==> config.mk <==
export PLATFORM = sky130hd
export DESIGN_NAME = turret_ctrl_top
export DESIGN_NICKNAME = d
export VERILOG_FILES = /design/src/rtl/turret_pkg.sv /design/src/rtl/uart_8n1.sv /design/src/rtl/turret_ctrl_top.sv
export SDC_FILE = /design/constraint.sdc
export NUM_CORES = 1
export LEC_CHECK = 0
export ABC_AREA = 0
export CAP_MARGIN = 20
export CORE_ASPECT_RATIO = 0.75
export CORE_UTILIZATION = 50
export DETAILED_ROUTE_END_ITERATION = 8
export DONT_BUFFER_PORTS = 1
export PLACE_DENSITY = 0.74
export REMOVE_ABC_BUFFERS = 1
export SLEW_MARGIN = 20
export SYNTH_ARGS = -nofsm -noshare
export SYNTH_HDL_FRONTEND = slang
export SYNTH_SLANG_ARGS = --single-unit
==> constraint.sdc <==
create_clock -name SYSCLK -period 6.1 [get_ports SYSCLK]
set_input_delay 0.61 -clock SYSCLK [delete_from_list [all_inputs] [get_ports SYSCLK]]
set_output_delay 0.61 -clock SYSCLK [all_outputs]
set_load 0.02 [all_outputs]
==> src/rtl/turret_pkg.sv <==
// Shared opcodes, FSM state types and default timing for the turret controller.
package turret_pkg;

  localparam logic [7:0] OP_PAN  = 8'h50;
  localparam logic [7:0] OP_TILT = 8'h54;
  localparam logic [7:0] OP_FIRE = 8'h46;
  localparam logic [7:0] OP_STAT = 8'h53;

  localparam int unsigned CLKS_PER_BIT_DEF = 87;
  localparam int unsigned PWM_PERIOD_DEF   = 200000;
  localparam int unsigned PWM_MIN_DEF      = 10000;
  localparam int unsigned PWM_STEP_DEF     = 39;
  localparam int unsigned FIRE_CYCLES_DEF  = 500000;
  localparam int unsigned TACH_GATE_DEF    = 1000000;

  typedef enum logic [1:0] {CMD_IDLE, CMD_GOT_OP, CMD_EXEC} cmd_state_e;
  typedef enum logic [1:0] {RX_IDLE, RX_START, RX_DATA, RX_STOP} rx_state_e;

  typedef struct packed {
    logic [7:0] op;
    logic [7:0] data;
  } cmd_t;

  function automatic logic op_known(input logic [7:0] b);
    return (b == OP_PAN) || (b == OP_TILT) || (b == OP_FIRE) || (b == OP_STAT);
  endfunction

endpackage

==> src/rtl/uart_8n1.sv <==
// 8N1 UART engines: mid-bit sampling receiver with false-start/framing rejection,
// and a shift-register transmitter idling high.
import turret_pkg::*;

module uart_8n1 #(
  parameter int unsigned CLKS_PER_BIT = CLKS_PER_BIT_DEF
) (
  input  logic       clk_i,
  input  logic       rst_i,
  input  logic       rx_i,
  output logic [7:0] rx_data_o,
  output logic       rx_valid_o,
  input  logic [7:0] tx_data_i,
  input  logic       tx_start_i,
  output logic       tx_busy_o,
  output logic       tx_o
);

  localparam logic [15:0] LAST    = 16'(CLKS_PER_BIT - 1);
  localparam logic [15:0] HALF_M1 = 16'(CLKS_PER_BIT / 2 - 1);

  rx_state_e   rx_st_q, rx_st_d;
  logic [15:0] rx_cnt_q, rx_cnt_d;
  logic [7:0]  rx_sh_q, rx_sh_d;
  logic [2:0]  rx_bit_q, rx_bit_d;
  logic        rx_vld_q, rx_vld_d;
  logic        rx_prev_q;

  logic [9:0]  tx_sh_q;
  logic [3:0]  tx_bits_q;
  logic [15:0] tx_cnt_q;

  always_ff @(posedge clk_i) begin
    if (rst_i) begin
      rx_st_q   <= RX_IDLE;
      rx_cnt_q  <= '0;
      rx_sh_q   <= '0;
      rx_bit_q  <= '0;
      rx_vld_q  <= 1'b0;
      rx_prev_q <= 1'b1;
    end else begin
      rx_st_q   <= rx_st_d;
      rx_cnt_q  <= rx_cnt_d;
      rx_sh_q   <= rx_sh_d;
      rx_bit_q  <= rx_bit_d;
      rx_vld_q  <= rx_vld_d;
      rx_prev_q <= rx_i;
    end
  end

  always_comb begin
    rx_st_d  = rx_st_q;
    rx_cnt_d = rx_cnt_q + 16'd1;
    rx_sh_d  = rx_sh_q;
    rx_bit_d = rx_bit_q;
    rx_vld_d = 1'b0;
    unique case (rx_st_q)
      RX_IDLE: begin
        rx_cnt_d = '0;
        if (rx_prev_q && !rx_i) rx_st_d = RX_START;
      end
      RX_START: if (rx_cnt_q == HALF_M1) begin
        rx_cnt_d = '0;
        rx_bit_d = '0;
        rx_st_d  = rx_i ? RX_IDLE : RX_DATA;
      end
      RX_DATA: if (rx_cnt_q == LAST) begin
        rx_cnt_d = '0;
        rx_sh_d  = {rx_i, rx_sh_q[7:1]};
        rx_bit_d = rx_bit_q + 3'd1;
        if (rx_bit_q == 3'd7) rx_st_d = RX_STOP;
      end
      RX_STOP: if (rx_cnt_q == LAST) begin
        rx_st_d  = RX_IDLE;
        rx_vld_d = rx_i;
      end
      default: rx_st_d = RX_IDLE;
    endcase
  end

  assign rx_data_o  = rx_sh_q;
  assign rx_valid_o = rx_vld_q;

  // Shifting in ones keeps the line high between and after frames.
  always_ff @(posedge clk_i) begin
    if (rst_i) begin
      tx_sh_q   <= '1;
      tx_bits_q <= '0;
      tx_cnt_q  <= '0;
    end else if (tx_bits_q == 4'd0) begin
      if (tx_start_i) begin
        tx_sh_q   <= {1'b1, tx_data_i, 1'b0};
        tx_bits_q <= 4'd10;
        tx_cnt_q  <= '0;
      end
    end else if (tx_cnt_q == LAST) begin
      tx_cnt_q  <= '0;
      tx_sh_q   <= {1'b1, tx_sh_q[9:1]};
      tx_bits_q <= tx_bits_q - 4'd1;
    end else begin
      tx_cnt_q <= tx_cnt_q + 16'd1;
    end
  end

  assign tx_busy_o = (tx_bits_q != 4'd0);
  assign tx_o      = tx_sh_q[0];

endmodule

==> src/rtl/turret_ctrl_top.sv <==
// Turret controller top: command decode, status reply, servo PWM, fire, tach, aux bridge.
// Define AUTO_FIRE_EN to fire on a rising edge of the target detect.
import turret_pkg::*;

module turret_ctrl_top #(
  parameter int unsigned CLKS_PER_BIT = CLKS_PER_BIT_DEF,
  parameter int unsigned PWM_PERIOD   = PWM_PERIOD_DEF,
  parameter int unsigned PWM_MIN      = PWM_MIN_DEF,
  parameter int unsigned PWM_STEP     = PWM_STEP_DEF,
  parameter int unsigned FIRE_CYCLES  = FIRE_CYCLES_DEF,
  parameter int unsigned TACH_GATE    = TACH_GATE_DEF
) (
  input  logic SYSCLK,
  input  logic SYSRESET,
  input  logic RX,
  output logic TX,
  input  logic UART_0_RXD,
  output logic UART_0_TXD,
  input  logic UART_1_RXD,
  output logic UART_1_TXD,
  input  logic ADCDirectInput_0,
  input  logic VAREF1,
  input  logic TACHIN,
  output logic PWM,
  output logic PWM_0,
  output logic GPIO_15_OUT
);

  // Bit order: {VAREF1, ADC, TACHIN, UART_1_RXD, UART_0_RXD, RX}; serial lines reset idle-high.
  localparam logic [5:0] SYNC_RST = 6'b000111;

  logic [5:0] sync1_q, sync2_q;
  always_ff @(posedge SYSCLK) begin
    if (SYSRESET) begin
      sync1_q <= SYNC_RST;
      sync2_q <= SYNC_RST;
    end else begin
      sync1_q <= {VAREF1, ADCDirectInput_0, TACHIN, UART_1_RXD, UART_0_RXD, RX};
      sync2_q <= sync1_q;
    end
  end

  assign UART_0_TXD = sync2_q[2];
  assign UART_1_TXD = sync2_q[1];

  logic       detect;
  logic [7:0] rx_byte;
  logic       rx_vld, tx_busy, tx_start;
  logic [7:0] tx_data;

  assign detect = sync2_q[4] & sync2_q[5];

  uart_8n1 #(.CLKS_PER_BIT(CLKS_PER_BIT)) u_uart (
    .clk_i      (SYSCLK),
    .rst_i      (SYSRESET),
    .rx_i       (sync2_q[0]),
    .rx_data_o  (rx_byte),
    .rx_valid_o (rx_vld),
    .tx_data_i  (tx_data),
    .tx_start_i (tx_start),
    .tx_busy_o  (tx_busy),
    .tx_o       (TX)
  );

  cmd_state_e st_q, st_d;
  cmd_t       cmd_q, cmd_d;
  logic       exec;

  always_ff @(posedge SYSCLK) begin
    if (SYSRESET) begin
      st_q  <= CMD_IDLE;
      cmd_q <= '0;
    end else begin
      st_q  <= st_d;
      cmd_q <= cmd_d;
    end
  end

  // Unknown bytes in IDLE are dropped so the link resyncs on the next opcode.
  always_comb begin
    st_d  = st_q;
    cmd_d = cmd_q;
    unique case (st_q)
      CMD_IDLE: if (rx_vld && op_known(rx_byte)) begin
        cmd_d.op = rx_byte;
        st_d     = CMD_GOT_OP;
      end
      CMD_GOT_OP: if (rx_vld) begin
        cmd_d.data = rx_byte;
        st_d       = CMD_EXEC;
      end
      CMD_EXEC: st_d = CMD_IDLE;
      default:  st_d = CMD_IDLE;
    endcase
  end

  assign exec = (st_q == CMD_EXEC);

  logic [31:0] fire_cnt_q;
  logic        fire_active, fire_trig, auto_fire;
  assign fire_active = (fire_cnt_q != 32'd0);
  assign GPIO_15_OUT = fire_active;

`ifdef AUTO_FIRE_EN
  logic detect_prev_q;
  always_ff @(posedge SYSCLK) begin
    if (SYSRESET) detect_prev_q <= 1'b0;
    else          detect_prev_q <= detect;
  end
  assign auto_fire = detect && !detect_prev_q;
`else
  assign auto_fire = 1'b0;
`endif

  assign fire_trig = (exec && cmd_q.op == OP_FIRE) || auto_fire;

  always_ff @(posedge SYSCLK) begin
    if (SYSRESET)          fire_cnt_q <= '0;
    else if (fire_active)  fire_cnt_q <= fire_cnt_q - 32'd1;
    else if (fire_trig)    fire_cnt_q <= FIRE_CYCLES;
  end

  logic [7:0] tach_cnt_q, tach_latched_q;
  logic [31:0] gate_q;
  logic       tach_prev_q, tach_edge;
  assign tach_edge = sync2_q[3] && !tach_prev_q;

  always_ff @(posedge SYSCLK) begin
    if (SYSRESET) begin
      tach_prev_q    <= 1'b0;
      gate_q         <= '0;
      tach_cnt_q     <= '0;
      tach_latched_q <= '0;
    end else begin
      tach_prev_q <= sync2_q[3];
      if (gate_q == TACH_GATE - 1) begin
        gate_q         <= '0;
        tach_latched_q <= tach_cnt_q;
        tach_cnt_q     <= {7'd0, tach_edge};
      end else begin
        gate_q <= gate_q + 32'd1;
        if (tach_edge && tach_cnt_q != 8'hFF) tach_cnt_q <= tach_cnt_q + 8'd1;
      end
    end
  end

  logic       stat_pend_q, stat_req;
  logic [7:0] stat_b2_q;
  assign stat_req = exec && cmd_q.op == OP_STAT && !tx_busy && !stat_pend_q;
  assign tx_start = stat_req || (stat_pend_q && !tx_busy);
  assign tx_data  = stat_req ? tach_latched_q : stat_b2_q;

  always_ff @(posedge SYSCLK) begin
    if (SYSRESET) begin
      stat_pend_q <= 1'b0;
      stat_b2_q   <= '0;
    end else if (stat_req) begin
      stat_pend_q <= 1'b1;
      stat_b2_q   <= {5'b0, detect, fire_active, 1'b1};
    end else if (stat_pend_q && !tx_busy) begin
      stat_pend_q <= 1'b0;
    end
  end

  // Lane 0 = pan, lane 1 = tilt; commanded positions take effect only at frame wrap.
  logic [1:0][7:0]  pos_cmd_q, pos_act_q;
  logic [1:0][31:0] thr;
  logic [1:0]       pwm_q, pwm_d;
  logic [31:0]      frm_q;

  always_comb begin
    for (int c = 0; c < 2; c++) begin
      thr[c]   = PWM_MIN + 32'(pos_act_q[c]) * PWM_STEP;
      pwm_d[c] = (frm_q < thr[c]);
    end
  end

  always_ff @(posedge SYSCLK) begin
    if (SYSRESET) begin
      pos_cmd_q <= {8'd128, 8'd128};
      pos_act_q <= {8'd128, 8'd128};
      frm_q     <= '0;
      pwm_q     <= '0;
    end else begin
      pwm_q <= pwm_d;
      if (exec && cmd_q.op == OP_PAN)  pos_cmd_q[0] <= cmd_q.data;
      if (exec && cmd_q.op == OP_TILT) pos_cmd_q[1] <= cmd_q.data;
      if (frm_q == PWM_PERIOD - 1) begin
        frm_q     <= '0;
        pos_act_q <= pos_cmd_q;
      end else begin
        frm_q <= frm_q + 32'd1;
      end
    end
  end

  assign PWM   = pwm_q[0];
  assign PWM_0 = pwm_q[1];

endmodule

# Yosys cells after proc, flatten, opt, wreduce, memory -nomap -nowiden
# Index checks and enable logic that the tools add are counted.
[classes]
bitwise_logic = 3
n_eq_ne = 28
mux = 32
n_mul = 2
add_sub_neg = 10
magnitude_cmp = 2
n_reduce_logical = 39
[op_table]
columns = ["operator", "n"]
rows = [
  ["16-bit 2-to-1 mux", 5],
  ["32-bit by 1-bit adder with 32-bit output, second input constant", 2],
  ["8-bit by 7-bit == test with 1-bit output, second input constant", 8],
  ["32-bit by 15-bit less-than comparator with 1-bit output", 2],
  ["32-bit 2-to-1 mux", 2],
  ["16-bit case mux with 3 select lines", 1],
  ["16-bit by 1-bit adder with 16-bit output, second input constant", 2],
  ["16-bit by 7-bit == test with 1-bit output, second input constant", 2],
  ["32-bit by 18-bit == test with 1-bit output, second input constant", 1],
  ["32-bit by 20-bit == test with 1-bit output, second input constant", 1],
  ["32-bit nonzero test", 1],
  ["32-bit by 1-bit subtractor with 32-bit output, second input constant", 1],
  ["14-bit by 14-bit adder with 15-bit output, first input constant", 2],
  ["10-bit 2-to-1 mux", 3],
  ["8-bit by 6-bit multiplier with 14-bit output, second input constant", 2],
  ["16-bit by 6-bit == test with 1-bit output, second input constant", 1],
  ["2-bit 2-to-1 mux", 8],
  ["4-bit 2-to-1 mux", 3],
  ["2-bit by 1-bit != test with 1-bit output, second input constant", 6],
  ["1-bit logical AND", 11],
  ["2-bit AND reduction", 5],
  ["2-bit nonzero test", 5],
  ["8-bit by 1-bit adder with 8-bit output, second input constant", 1],
  ["8-bit 2-to-1 mux", 1],
  ["other kinds (23)", 40],
]
[word_totals]
word_cells = 144
input_bits = 8
ff_bits = 242
out_inout_bits = 6

# Longest topological paths before layout
# Gate-level depths: netlist (run 1).
[depth]
depth_word = 7
ltp_mapped = 17
depth_no_buf = 17

# Modules after synthesis
# A second synthesis (run 1) with hierarchy kept.
[unflattened]
cells_unflattened = 1458
area_unflattened_um2 = 13260.2
[by_module_without_submodules]
columns = ["module", "seq_area_each_um2", "cells_per_inst", "area_per_inst_um2", "n_inst"]
rows = [
  ["turret_ctrl_top", 3623.5, 1133, 10426.2, 1],
  ["uart_8n1", 1201.2, 325, 2834.0, 1],
]

# Least setup slack after synthesis (run 1)
# No wires, ideal clock.
[synth_path]
kind = "register to register"
start = "register pos_act_q[4] (netlist name)"
end = "register pwm_q[0]"
arrival_ns = 4.589
setup_ns = 0.115
slack_ns = 1.396
path_stages_with_launch = 16
n_path_buf = 0
synth_period_minus_slack_ns = 4.704
required_time_ns = 5.985
cell_sequence = "dfxtp_1 -> inv_1 -> fa_1 -> inv_1 -> ha_1 -> fa_1 -> ha_1 -> fa_1 -> a21oi_1 -> o211ai_1 -> or4_1 -> a2111oi_0 -> nor3_1 -> ha_1 -> and4b_1 -> a2111oi_0"
[synth_via]
elab_chain_cells = 3
[synth_lines]
columns = ["item", "line_no", "source"]
rows = [
  ["start, declared", "turret_ctrl_top.sv:166", "logic [1:0][7:0] pos_cmd_q, pos_act_q;"],
  ["start signal, assigned", "turret_ctrl_top.sv:181", "pos_act_q <= {8'd128, 8'd128};"],
  ["start signal, assigned", "turret_ctrl_top.sv:190", "pos_act_q <= pos_cmd_q;"],
  ["8-bit by 6-bit multiplier with 14-bit output", "turret_ctrl_top.sv:173", "thr[c] = PWM_MIN + 32'(pos_act_q[c]) * PWM_STEP;"],
  ["14-bit by 14-bit adder with 15-bit output", "turret_ctrl_top.sv:173", ""],
  ["32-bit by 15-bit less-than comparator with 1-bit output", "turret_ctrl_top.sv:174", "pwm_d[c] = (frm_q < thr[c]);"],
  ["end signal, assigned", "turret_ctrl_top.sv:185", "pwm_q <= pwm_d;"],
  ["end, declared", "turret_ctrl_top.sv:168", "logic [1:0] pwm_q, pwm_d;"],
]
# Every way passes these cells.
# A chain may end at the register's enable or synchronous reset.

# Worst setup path in the final report (run 1)
[layout_path]
start = "register pos_act_q[3] (netlist name)"
end = "register pwm_q[0]"
# The elaborated chain is that of the path after synthesis.

==> impl_summary.log, run 1 <==
INFO  metric critPathMaxStageDelay = 560 ps
INFO  metric clockRootBuffer = clkbuf_16
INFO  metric clkSinkCount = 241
INFO  metric post-route-util = 0.5554
INFO  metric cts_resized = 0
INFO  metric busiest_layer = met1
INFO  metric worstSetupEndpointType = flop
INFO  metric detailed_place_hpwl = 18,190 um
INFO  metric timing.setup.tns = 0 ps
INFO  metric total_of_buffers_placed_on_input_and_output_ports = 0
INFO  metric pwr_density_cell = 334.5 nW/um^2
INFO  metric report.final.hold_viol_count = 0
INFO  metric post-cts-setup-buffer-count = 0
INFO  metric dr_total_vias = 10.34k
INFO  metric cp_slowest_cell = fa_1
INFO  metric compound_cell_area_share_of_the_yosys_netlist = 0.09327
INFO  metric worstSetupStartpointType = flop
INFO  metric tightest_slew = 1035 ps
INFO  metric crit_type = flop to flop
INFO  metric fmax = 193.1 MHz
INFO  metric synth_fa_ha_area_frac = 0.1456
INFO  metric placeableCoreArea = 26,040 sq um
INFO  metric worst_skew_pair.late_latency = 530 ps
INFO  metric filler_cell_count = 2,304
INFO  metric dominantRegCellSynth = dfxtp_1
INFO  metric met1_routing_resource_usage_after_global_routing = 0.2967
INFO  metric post_drt_wl_per_cell = 14.60 um
INFO  metric multiInputGateArea = 7956 sq um
INFO  metric num-nets-final = 1,604
INFO  metric max-clock-path-buffers = 3
INFO  metric synth_xor_xnor_area_share = 0.06838
INFO  metric fin_crit_sh = 0.8491
INFO  metric finalSetupViolations = 0
INFO  metric die_w = 190.5 um
INFO  metric ys_async_sr_fraction = 0
INFO  metric cp_cell_sequence = inv_1, fa_1, inv_1, ha_1, fa_1, ha_1, fa_1, a21oi_1, o211ai_1, or4_1, a2111oi_0, nor3_1, ha_1, and4b_1, a2111oi_0
INFO  metric first_global_vias = 9,319
INFO  metric die_h = 143.4 um
INFO  metric critical_path_arrival = 5570 ps
INFO  metric syn_area_per_cell = 8.970 sq um
INFO  metric vdd_ir_drop_max = 0.3518 mV
INFO  metric initial_core_util = 0.5116
INFO  metric number_of_optimization_iterations_in_the_first_detailed_route_pass = 5
INFO  metric cts.clk_slew.worst_paths = 60 ps
INFO  metric worst_clock_skew = 11.90 ps
INFO  metric synth_top_family_by_area = simple AND/OR/NAND/NOR gates
INFO  metric grt_setup_unrepaired = no
INFO  metric share_of_synthesized_area_spent_on_multiplexers = 0.04744
INFO  metric hold_path.class = input pin to flop
INFO  metric drt.antenna.violating_nets = 0
INFO  metric max_cap_violations = 0
INFO  metric cts_made_buffers = 25
INFO  metric ys_seq_elements = 241
INFO  metric groute.layer.met3.usage = 0.03053
INFO  metric gp_congestion = 0.8664
INFO  metric row_count = 51
INFO  metric seq_area_frac_synth = 0.3622
INFO  metric timing.critical_path.fanout_max = 4
INFO  metric drive_gt1_frac = 0.05819
INFO  metric ctsHtreeMaxLevel = 1
INFO  metric flow.area_growth_from_synthesis = 8.548%
INFO  metric grt_first_pass_wirelength = 45,010 um
INFO  metric synth.cell_area = 13,320 sq um
INFO  metric drc_violation_count_after_routing = 0
INFO  metric power.leakage = 5.848 nW
INFO  metric worst_slew_margin_rel = 0.3039
INFO  metric totalWireLength = 26,600 um
INFO  metric cts.hold.buffers_added = 0
INFO  metric synth_simple_gate_area_share = 0.2414
INFO  metric fp.dieArea = 27,300 sq um
INFO  metric synth_edf_count = 0
INFO  metric antennaDiodeCount = 0
INFO  metric track_usage = 0.1957
INFO  metric number_of_drc_markers_in_iteration_0 = 559
INFO  metric synth_top_cells_by_area = dfxtp_1 (36%), ha_1 (10%), nor2_1 (6.2%)
INFO  metric vias_per_std_cell = 5.675
INFO  metric yosys_cell_types = 75
INFO  metric status = completed
INFO  metric critical_path_buf_inv_count = 2
INFO  metric cp_required = 6490 ps
INFO  metric dominant_delay_contributor_by_cell_family_on_the_critical_path = adder cells
INFO  metric synth_largest_area_cell = dfxtp_1
INFO  metric yosys.area.top_type_share = 0.3622
INFO  metric syn-instance-count = 1,485
INFO  metric final_max_slew_viol_count = 0
INFO  metric yosys_warnings = 0
INFO  metric grt_start_max_net_pins = 138
INFO  metric number_of_antenna_violations_at_the_first_check_in_global_routing = 0
INFO  metric fin_crit = 5179 ps
INFO  metric io_pins = 14
INFO  metric tritoncts = built
INFO  metric global_route.overflow_total = 0
INFO  metric groute.layer.met2.usage = 0.2898
INFO  metric layout.area.seq = 4825 sq um
-- registers in the layout (all words and copies together), names as in the netlist, 3 cells and up, named ones only --
signal / count
u_uart.rx_cnt_q: 16
sync2_q: 6
tach_cnt_q: 8
stat_b2_q: 3
sync1_q: 6
u_uart.tx_cnt_q: 16
u_uart.tx_sh_q: 9
u_uart.rx_bit_q: 3
frm_q: 32
pos_act_q: 16
u_uart.tx_bits_q: 4
fire_cnt_q: 32
gate_q: 32
pos_cmd_q: 16
cmd_q: 16
u_uart.rx_data_o: 8
tach_latched_q: 8
-- Yosys cell counts, types with 7 or more instances --
library cell,n
fa_1,30
and4_1,15
a21oi_1,52
nand3_1,60
or2_2,12
ha_1,107
xor2_1,65
o31ai_1,8
a211oi_1,9
nand4_1,43
nor4_1,36
o21ai_0,19
and2_1,7
or4_1,16
a31oi_1,8
dfxtp_1,241
nor2_1,219
or3_1,8
a311oi_1,11
nor2b_1,10
clkbuf_1,49
a21o_1,10
xnor2_1,39
nand2_1,74
o211ai_1,8
nand2b_1,11
and3_1,27
mux2i_1,62
inv_1,86
nor3_1,36
-- report_power, final --
group / internal (mW) / leakage, nW / switching (mW)
Clock: 0.961 / 0.432 / 0.644
Sequential: 1.71 / 1.95 / 0.139
Combinational: 0.461 / 3.46 / 0.921
-- final timing paths --
path | slack (ps) | from | endpoint | cells past startpoint
max | 920 | pos_act_q[3] | pwm_q[0] | 15
min | 150 | SYSRESET | fire_cnt_q[26] | 1
max reg2reg | 920 | pos_act_q[3] | pwm_q[0] | 15
min reg2reg | 410 | sync1_q[1] | sync2_q[1] | 1
-- cell usage in the layout, fill, tap and decap left out, drive strengths merged, types with 7 or more instances in the layout --
| cell type | synthesis | final |
|---|---|---|
| nand3 | 61 | 61 |
| a311oi | 11 | 11 |
| nand2b | 11 | 11 |
| and3 | 27 | 27 |
| ha | 107 | 107 |
| and4 | 15 | 15 |
| or3 | 8 | 8 |
| and2 | 7 | 7 |
| nor4 | 40 | 40 |
| o31ai | 9 | 9 |
| mux2i | 62 | 62 |
| buf | 10 | 7 |
| o21ai | 20 | 20 |
| a21o | 10 | 10 |
| dfxtp | 241 | 241 |
| nor3 | 37 | 37 |
| clkbuf | 50 | 29 |
| nor2b | 10 | 10 |
| xnor2 | 39 | 39 |
| o211ai | 8 | 8 |
| inv | 86 | 87 |
| nand4 | 43 | 43 |
| a31oi | 8 | 8 |
| or2 | 13 | 13 |
| a21oi | 52 | 52 |
| a211oi | 9 | 9 |
| clkinv | 0 | 10 |
| xor2 | 65 | 65 |
| fa | 30 | 30 |
| nor2 | 221 | 221 |
| nand2 | 74 | 74 |
| or4 | 17 | 17 |
-- worst reg2reg max path, cell delays in order, from the launching register on --
cell and delay, ps:
dfxtp_1 400, inv_1 150, fa_1 560, inv_1 40, ha_1 290, fa_1 480, ha_1 350, fa_1 470
a21oi_1 230, o211ai_1 150, or4_1 450, a2111oi_0 420, nor3_1 120, ha_1 290, and4b_1 190, a2111oi_0 450
-- cells by family (layout without fill, tap and decap cells) --
group                      after synthesis  after routing
and+or+nand+nor                        616            616
xor gates and xnor gates               104            104
adders and majority gates              137            137
DFF                                    241            241
AOI/OAI and AO/OA                      178            178
buffers and inverters                  146            139
muxes                                   63             63
-- through the flow --
stage / instance area (sq um) / hold slack, ps / setup slack (ps) / std cells / total power, mW
floorplan: 13090 / 389.5 / 1396 / 1425 / 2.916
global placement: 13580 / 390.8 / 1195 / 1776 / 3.201
detailed placement: 13580 / 394.0 / 970.4 / 1776 / 3.230
CTS: 14460 / 123.3 / 933.8 / 1822 / 4.857
global route: 14460 / 132.4 / 459.0 / 1822 / 5.118
finish: 14460 / 146.5 / 920.6 / 1822 / 4.836
-- per-layer routing --
layer / routed length, um / share of wire
met4: 404 / 0.015
met2: 11150 / 0.42
met5: 0 / 0
met1: 14010 / 0.53
met3: 1034 / 0.039
-- layout make-up --
type | instances | area share
repair buffers | 7 | 0.003634
well taps | 344 | 0.02977
flip-flops and latches | 241 | 0.3337
inverters | 86 | 0.02233
multi-input cells | 1098 | 0.5503
clock buffers | 29 | 0.04638
clock inverters | 17 | 0.01393
(Power assumes the default switching activity.)
==> run 2: changes to the inputs <==
PLACE_DENSITY = 0.77   (was 0.74)
clock period = 4.75 ns   (was 6.1 ns; I/O delays follow)
==> run 2 against run 1 <==
Compared with the run above: utilization is 0.61 points higher; sequential power is 28% higher; register-to-register slack worse by 780 ps; largest cell class unchanged.
==> impl_summary.log, run 2 (synthesis gave the netlist of run 1 again) <==
INFO  metric status = completed
INFO  metric mostFrequentLayoutCell = dfxtp_1
INFO  metric die_h = 143.4 um
INFO  metric fin_crit = 4610 ps
INFO  metric post-cts-setup-buffer-count = 0
INFO  metric initial_core_util = 0.5116
INFO  metric cp_slowest_cell = fa_2
INFO  metric critPathMaxStageDelay = 580 ps
INFO  metric finalInstanceArea = 14,620 sq um
INFO  metric cpMostUsedCell = ha_1
INFO  metric totalWireLength = 27,360 um
INFO  metric worst_r2r_startpoint = pos_act_q[5]
INFO  metric filler_cell_count = 2,270
INFO  metric whs_path_depth = 1
INFO  metric worst_setup_path_startpoint = pos_act_q[5]
INFO  metric ff2ff_path_depth = 16
INFO  metric grt_first_pass_wirelength = 46,310 um
INFO  metric vdd_ir_drop_max = 0.3078 mV
INFO  metric placed_cells = 1,790
INFO  metric row_count = 51
INFO  metric cp_required = 5160 ps
INFO  metric final_max_slew_viol_count = 0
INFO  metric drt.antenna.violating_nets = 0
INFO  metric antennaDiodeCount = 0
INFO  metric layout.area.seq = 4828 sq um
INFO  metric min_to = sync1_q[0]
INFO  metric cts.clk_slew.worst_paths = 60 ps
INFO  metric die_w = 190.5 um
INFO  metric placeableCoreArea = 26,040 sq um
INFO  metric worst_clock_skew = 15.92 ps
INFO  metric track_usage = 0.2004
INFO  metric report.final.hold_viol_count = 0
INFO  metric fmax = 216.9 MHz
INFO  metric max_cap_violations = 0
INFO  metric dr_total_vias = 10.54k
INFO  metric critical_path_arrival = 5020 ps
INFO  metric number_of_optimization_iterations_in_the_first_detailed_route_pass = 5
INFO  metric timing.critical_path.fanout_max = 5
INFO  metric pwr_density_cell = 407.6 nW/um^2
INFO  metric gp_congestion = 0.8350
INFO  metric top_regs = fire_cnt_q x32, frm_q x32, gate_q x32
INFO  metric tightest_slew = 955.6 ps
INFO  metric busiest_layer = met2
INFO  metric met1_routing_resource_usage_after_global_routing = 0.2903
INFO  metric timing.setup.tns = 0 ps
INFO  metric drc_violation_count_after_routing = 0
INFO  metric finalSetupViolations = 0
INFO  metric post-route-util = 0.5614
INFO  metric crit-reg2reg-capture = pwm_q[0]
INFO  metric hold_path.class = input pin to flop
INFO  metric worst_skew_pair.late_latency = 520 ps
INFO  metric post_drt_wl_per_cell = 14.94 um
INFO  metric clkSinkCount = 241
INFO  metric cts.hold.buffers_added = 0
INFO  metric worstSetupEndpointType = flop
INFO  metric total_of_buffers_placed_on_input_and_output_ports = 0
INFO  metric num-nets-final = 1,617
INFO  metric cp_cell_sequence = inv_1, buf_4, fa_1, inv_1, ha_1, fa_2, ha_1, ha_4, nand3_1, o211ai_1, or4_4, a2111oi_4, nor3_2, ha_1, and4b_1, a2111oi_2
INFO  metric dominant_delay_contributor_by_cell_family_on_the_critical_path = adder cells
INFO  metric critical_path_buf_inv_count = 3
INFO  metric groute.layer.met3.usage = 0.02589
INFO  metric post_dp_cell_area = 13,680 sq um
INFO  metric clockRootBuffer = clkbuf_16
INFO  metric flow.area_growth_from_synthesis = 9.731%
INFO  metric fp.dieArea = 27,300 sq um
INFO  metric crit_type = flop to flop
INFO  metric max-clock-path-buffers = 3
INFO  metric groute.layer.met2.usage = 0.3169
INFO  metric hp-start = RX
INFO  metric grt_start_max_net_pins = 138
INFO  metric detailed_place_hpwl = 18,750 um
INFO  metric vias_per_std_cell = 5.754
INFO  metric power.leakage = 5.851 nW
INFO  metric io_pins = 14
INFO  metric number_of_antenna_violations_at_the_first_check_in_global_routing = 0
INFO  metric fin_cells = 1,832
INFO  metric global_route.overflow_total = 0
INFO  metric top_library_cells_by_usage_in_the_layout_fill_and_taps_aside = dfxtp_1 (238), nor2_1 (219), ha_1 (99)
INFO  metric number_of_drc_markers_in_iteration_0 = 702
INFO  metric ctsHtreeMaxLevel = 1
INFO  metric worst_slew_margin_rel = 0.3629
INFO  metric first_global_vias = 9,767
INFO  metric fin_crit_sh = 0.9704
INFO  metric drive_gt1_frac = 0.08065
INFO  metric cts_made_buffers = 24
INFO  metric multiInputGateArea = 8130 sq um
INFO  metric r2r_slack = 140 ps
INFO  metric tritoncts = built
INFO  metric worstSetupStartpointType = flop
==> run 2: worst max-delay path by stage <==
| stage | cells past startpoint | endpoint | slack, ps |
|---|---|---|---|
| floorplan | 15 | pwm_q[0] | 50 |
| global placement | 15 | pwm_q[0] | 40 |
| detailed placement | 15 | pwm_q[0] | -130 |
| CTS | 15 | pwm_q[1] | 20 |
| global route | 17 | pwm_q[1] | -20 |
| finish | 16 | pwm_q[0] | 140 |
==> run 2: cell type report <==
| class | count | share of cell area |
|---|---|---|
| inverters | 86 | 0.02209 |
| flip-flops and latches | 241 | 0.3303 |
| well taps | 344 | 0.02945 |
| clock buffers | 31 | 0.04426 |
| multi-input cells | 1098 | 0.5562 |
| repair buffers | 21 | 0.01079 |
| clock inverters | 11 | 0.006848 |
==> run 2: report_power, final <==
group          switching [mW]  internal, mW
sequential              0.177          2.20
combinational            1.19         0.592
clock                   0.781          1.02
==> run 2: worst register-to-register path: stages, from the launching register on <==
cell and delay [ps]:
dfxtp_2 320, inv_1 60, buf_4 160, fa_1 530, inv_1 40, ha_1 290
fa_2 580, ha_1 260, ha_4 250, nand3_1 80, o211ai_1 120, or4_4 570
a2111oi_4 400, nor3_2 70, ha_1 290, and4b_1 220, a2111oi_2 280
==> run 2: repair_timing <==
action	4_1_cts	5_1_grt
pin swaps	0	12
endpoints found under the setup margin	2	2
resized for setup	10	27
==> run 2: stage by stage <==
stage	hold slack [ps]	power, mW	setup slack [ps]
finish	49.32	5.957	140.4
detailed placement	396.9	4.156	-133.4
CTS	33.06	5.975	21.28
floorplan	389.5	3.745	46.47
global route	33.50	6.286	-20.63
global placement	392.3	4.099	44.64
==> run 2: per-layer routing <==
metal / wire, um / vias up / part of all wire
li1: - / 5265 / -
met1: 13600 / 5012 / 0.50
met2: 12280 / 230 / 0.45
met3: 1059 / 35 / 0.039
met4: 421 / 0 / 0.015
met5: 0 / - / 0
